File: config.mk
export PLATFORM = sky130hd
export DESIGN_NAME = bcd_countdown_timer
export DESIGN_NICKNAME = d
export VERILOG_FILES = /design/src/rtl/bcd_countdown_timer.sv
export SDC_FILE = /design/constraint.sdc
export NUM_CORES = 1
export LEC_CHECK = 0
export CORE_ASPECT_RATIO = 0.75
export CORE_MARGIN = 2
export CORE_UTILIZATION = 55
export DETAILED_ROUTE_END_ITERATION = 16
export GPL_TIMING_DRIVEN = 0
export PLACE_DENSITY = 0.8
export SYNTH_ARGS = -nofsm -noshare
export SYNTH_HDL_FRONTEND = slang
export SYNTH_SLANG_ARGS = --single-unit
File: constraint.sdc
create_clock -name clk -period 4.8 [get_ports clk]
set_input_delay 0.48 -clock clk [delete_from_list [all_inputs] [get_ports clk]]
set_output_delay 0.48 -clock clk [all_outputs]
set_load 0.02 [all_outputs]
File: src/rtl/bcd_countdown_timer.sv
// mm:ss BCD countdown register with one-second prescaler.
// Loads a preset, counts down while running, flags expiry at 00:00.
module bcd_countdown_timer #(
  parameter int TICK_DIV = 50_000_000
) (
  input  logic        clk,
  input  logic        rst_n,
  input  logic        load,
  input  logic [15:0] preset,
  input  logic        start,
  input  logic        pause,
  output logic [15:0] time_out,
  output logic        running,
  output logic        done,
  output logic        expired,
  output logic        load_err
);

  localparam int PW = (TICK_DIV > 2) ? $clog2(TICK_DIV) : 1;
  localparam logic [PW-1:0] LAST = PW'(TICK_DIV - 1);

  typedef enum logic [1:0] {
    IDLE,
    RUN,
    PAUSED,
    EXPIRED
  } state_t;

  state_t        state;
  logic [PW-1:0] presc;
  logic [15:0]   dec;
  logic          valid;
  logic          tick;

  assign valid = (preset[15:12] <= 4'd9) &&
                 (preset[11:8]  <= 4'd9) &&
                 (preset[7:4]   <= 4'd5) &&
                 (preset[3:0]   <= 4'd9);

  assign tick = (state == RUN) && (presc == LAST);

  // Ripple-borrow decrement; 0000 is never fed in.
  always_comb begin
    dec = time_out;
    if (time_out[3:0] != 4'd0) begin
      dec[3:0] = time_out[3:0] - 4'd1;
    end else begin
      dec[3:0] = 4'd9;
      if (time_out[7:4] != 4'd0) begin
        dec[7:4] = time_out[7:4] - 4'd1;
      end else begin
        dec[7:4] = 4'd5;
        if (time_out[11:8] != 4'd0) begin
          dec[11:8] = time_out[11:8] - 4'd1;
        end else begin
          dec[11:8]  = 4'd9;
          dec[15:12] = time_out[15:12] - 4'd1;
        end
      end
    end
  end

  always_ff @(posedge clk or negedge rst_n) begin
    if (!rst_n) begin
      state    <= IDLE;
      presc    <= '0;
      time_out <= 16'h0000;
      running  <= 1'b0;
      done     <= 1'b0;
      expired  <= 1'b0;
      load_err <= 1'b0;
    end else begin
      done     <= 1'b0;
      load_err <= 1'b0;
      if (load) begin
        if (valid) begin
          time_out <= preset;
          presc    <= '0;
          state    <= IDLE;
          running  <= 1'b0;
          expired  <= 1'b0;
        end else begin
          load_err <= 1'b1;
        end
      end else begin
        unique case (state)
          RUN: begin
            if (tick) begin
              presc    <= '0;
              time_out <= dec;
            end else begin
              presc <= presc + 1'b1;
            end
            if (tick && dec == 16'h0000) begin
              state   <= EXPIRED;
              running <= 1'b0;
              expired <= 1'b1;
              done    <= 1'b1;
            end else if (pause) begin
              state   <= PAUSED;
              running <= 1'b0;
            end
          end
          IDLE: begin
            if (start && !pause) begin
              if (time_out != 16'h0000) begin
                state   <= RUN;
                running <= 1'b1;
                presc   <= '0;
              end else begin
                state   <= EXPIRED;
                expired <= 1'b1;
                done    <= 1'b1;
              end
            end
          end
          PAUSED: begin
            if (start && !pause && time_out != 16'h0000) begin
              state   <= RUN;
              running <= 1'b1;
            end
          end
          EXPIRED: begin
          end
          default: begin
            state   <= IDLE;
            running <= 1'b0;
            expired <= 1'b0;
          end
        endcase
      end
    end
  end

endmodule

==> results.yml <==
run_status:
  outcome: "finished, final reports clean"
die:
  io_pins: 41
  die_y_um: 67.1
  core_area_um2: 5010
  start_util_pct: 58.2
  row_count: 22
  die_x_um: 88.1
  dieArea_um2: 5900
synth:
  async_reset_ff_share_pct: 100
  synth-seq-cells: 48
  avgSynthCellArea_um2: 8.14
  ys_warn_count: 0
  synth_area_leaders: "dfrtp_1, o21ai_0, nand2_1"
  synth_top_area_share_pct: 41.2
  yosysUniqueCellTypes: 53
  syn_inst: 358
  synth_ff_type: "dfrtp_1"
  synth_fp_nets: 382
  synth_edf_count: 0
  synthesis.area_um2: 2920
  synth_seq_area_share_pct: 41.2
  yosysTopAreaCell: "dfrtp_1"
worst_setup_path:
  worstPathRequired_ps: 5000
  crit_fanout: 10
  crit_path_start_kind: "flip-flop"
  worstSetupPathType: "flip-flop to flip-flop"
  end_kind: "flip-flop"
  crit_arrival_ps: 3600
timing:
  setup_viol_count_final: 0
  max_slew_margin_pct: 6.37
  finalHoldViolations: 0
  period_share_pct: 70.7
  slew_viol_final: 0
  setup_tns_ps: 0
  min_period_ps: 3390
  max_freq_ghz: 0.295
  worst_clock_skew_ps: 9.07
  worst_slew_pin_slew_ps: 1390
  rsz0062_at_grt: "false"
global_route:
  grt_pass1_wl_um: 14300
  antenna_found_initial: 0
  grt_pass1_vias: 2946
  grt_overflow_total: 0
  grt_max_degree: 27
  grt_use_total_pct: 31.1
finish:
  nFillCells: 416
  final_nets: 430
  drive_gt1_share_pct: 4.42
  area_growth_pct: 21.3
  stdcell_count: 479
  antenna_cells: 0
placed_design:
  dp_hpwl_um: 6200
  gp_congestion: 0.951
  portBuffers: 40
  dp_cells: 471
drt:
  drt-initial-drc-count: 418
  routedWlPerCell_um: 17.5
  drt-vias-per-instance: 6.55
  routed_wirelength_um: 8380
  num_vias: 3136
  drtAntennaViolNets: 0
  drc: 0
  drt_pass1_iterations: 5
clock_tree:
  cts_tree: "done"
  hold_buffers: 0
  cts_setup_buffers: 0
  cts-resized-gates: 0
  path_clk_slew_ps: 90
  cts_max_path_buffers: 2
  clk_latency_ps: 300
  cts_buffers: 5
  h-tree-depth: 2
  cts-root-buf: "clkbuf_8"
  cts.sinks: 48
run:
  cap_violations: 0
pwr:
  vdd_drop_max_uv: 238
  p_leak_nw: 1.35
  p_per_area_nw_per_um2: 346
hold_path:
  hold_path_class: "primary input to asynchronous set/reset pin"
==> worst max-delay path, cell delays in order (launching register included) <==
cell and delay, ps:
dfrtp_1 480, nor4_1 440, nand4b_1 140, or3_1 350
o41ai_1 1110, clkbuf_1 470, o21ai_0 200, o31ai_1 110
==> final timing paths <==
kind / startpoint / to / slack, ps / depth (start not counted)
worst min-delay path: rst_n / time_out[7] / 180 / 1
worst max-delay path: time_out[4] / presc[24] / 1410 / 7
min in group clk: presc[22] / presc[22] / 490 / 1
worst min register to register: presc[22] / presc[22] / 490 / 1
worst max register to register: time_out[4] / presc[24] / 1410 / 7
max in group asynchronous: rst_n / presc[18] / 4100 / 2
==> report_power, final <==
| part | switching (mW) | total [mW] | internal (mW) | leakage (nW) |
|---|---|---|---|---|
| combinational | 0.236 | 0.408 | 0.172 | 0.674 |
| sequential | 0.0711 | 0.525 | 0.454 | 0.616 |
| clock | 0.136 | 0.291 | 0.155 | 0.0552 |
| total | 0.444 | 1.22 | 0.781 | 1.35 |
==> metal layers <==
metal  up-vias  part of all wire [%]  track usage (%)
li1       1443                     -                -
met1      1474                    48             47.8
met2       208                    41             44.5
met3        11                    10             5.70
met4         0                  0.97             8.14
met5         -                     0                0
==> flip-flops by register name, indices dropped and copies added (netlist names) <==
signal,cells
presc,26
time_out,16
state,2
done,1
expired,1
load_err,1
running,1
==> cell families after synthesis <==
group           share of synthesized area (%)
compound gates                           22.4
xor+xnor                                0.300
buf+inv                                  3.48
flops                                    41.2
fa+ha+maj                                1.29
mux                                      1.07
simple gates                             30.3
==> per-stage QoR <==
stage | instance area, µm² | power [mW] | hold slack (ps) | utilization [%] | setup WS, ps
finish | 3540 | 1.22 | 181 | 70.6 | 1410
global route | 3540 | 1.29 | 235 | 70.6 | 1230
CTS | 3540 | 1.22 | 199 | 70.6 | 1500
detailed placement | 3430 | 0.931 | 475 | 68.4 | 1540
global placement | 3410 | 0.919 | 469 | 68.0 | 1580
floorplan | 2920 | 0.754 | 184 | - | 2120
==> Yosys cell counts (3+ instances only) <==
master,number
dfrtp_1,48
o21ai_0,48
nand2_1,37
nor2_1,31
nor3_1,24
a21oi_1,21
nand3_1,18
clkbuf_1,14
inv_1,11
nor4_1,10
o31ai_1,8
nand4_1,7
or3_1,7
o22ai_1,6
and3_1,5
a211oi_1,4
and4_1,4
nor4b_1,4
ha_1,3
o22a_1,3
or4_1,3
==> final cells by class <==
| class | instances | area [µm²] | share of cell area [%] |
|---|---|---|---|
| buffer | 16 | 60.1 | 1.70 |
| clock buffer | 6 | 72.6 | 2.05 |
| clock inverter | 2 | 35.0 | 0.991 |
| inverter | 11 | 41.3 | 1.17 |
| multi-input combinational | 283 | 1610 | 45.6 |
| sequential | 48 | 1200 | 34.0 |
| tap | 72 | 90.1 | 2.55 |
| timing repair buffer | 41 | 423 | 12.0 |
==> layout by cell type (no fill, tap or decap), types with 3 or more instances in the layout <==
master / Yosys / routed
o21ai_0: 48 / 48
dfrtp_1: 48 / 48
clkdlybuf4s50_1: 0 / 39
nand2_1: 37 / 37
nor2_1: 31 / 31
nor3_1: 24 / 24
a21oi_1: 21 / 21
nand3_1: 18 / 18
clkbuf_1: 14 / 15
inv_1: 11 / 11
nor4_1: 10 / 10
o31ai_1: 8 / 8
nand4_1: 7 / 7
or3_1: 7 / 7
o22ai_1: 6 / 6
and3_1: 5 / 5
clkbuf_8: 0 / 5
and4_1: 4 / 4
nor4b_1: 4 / 4
a211oi_1: 4 / 4
or4_1: 3 / 3
o22a_1: 3 / 3
ha_1: 3 / 3
Note: power is estimated with default switching activity, not from simulation.
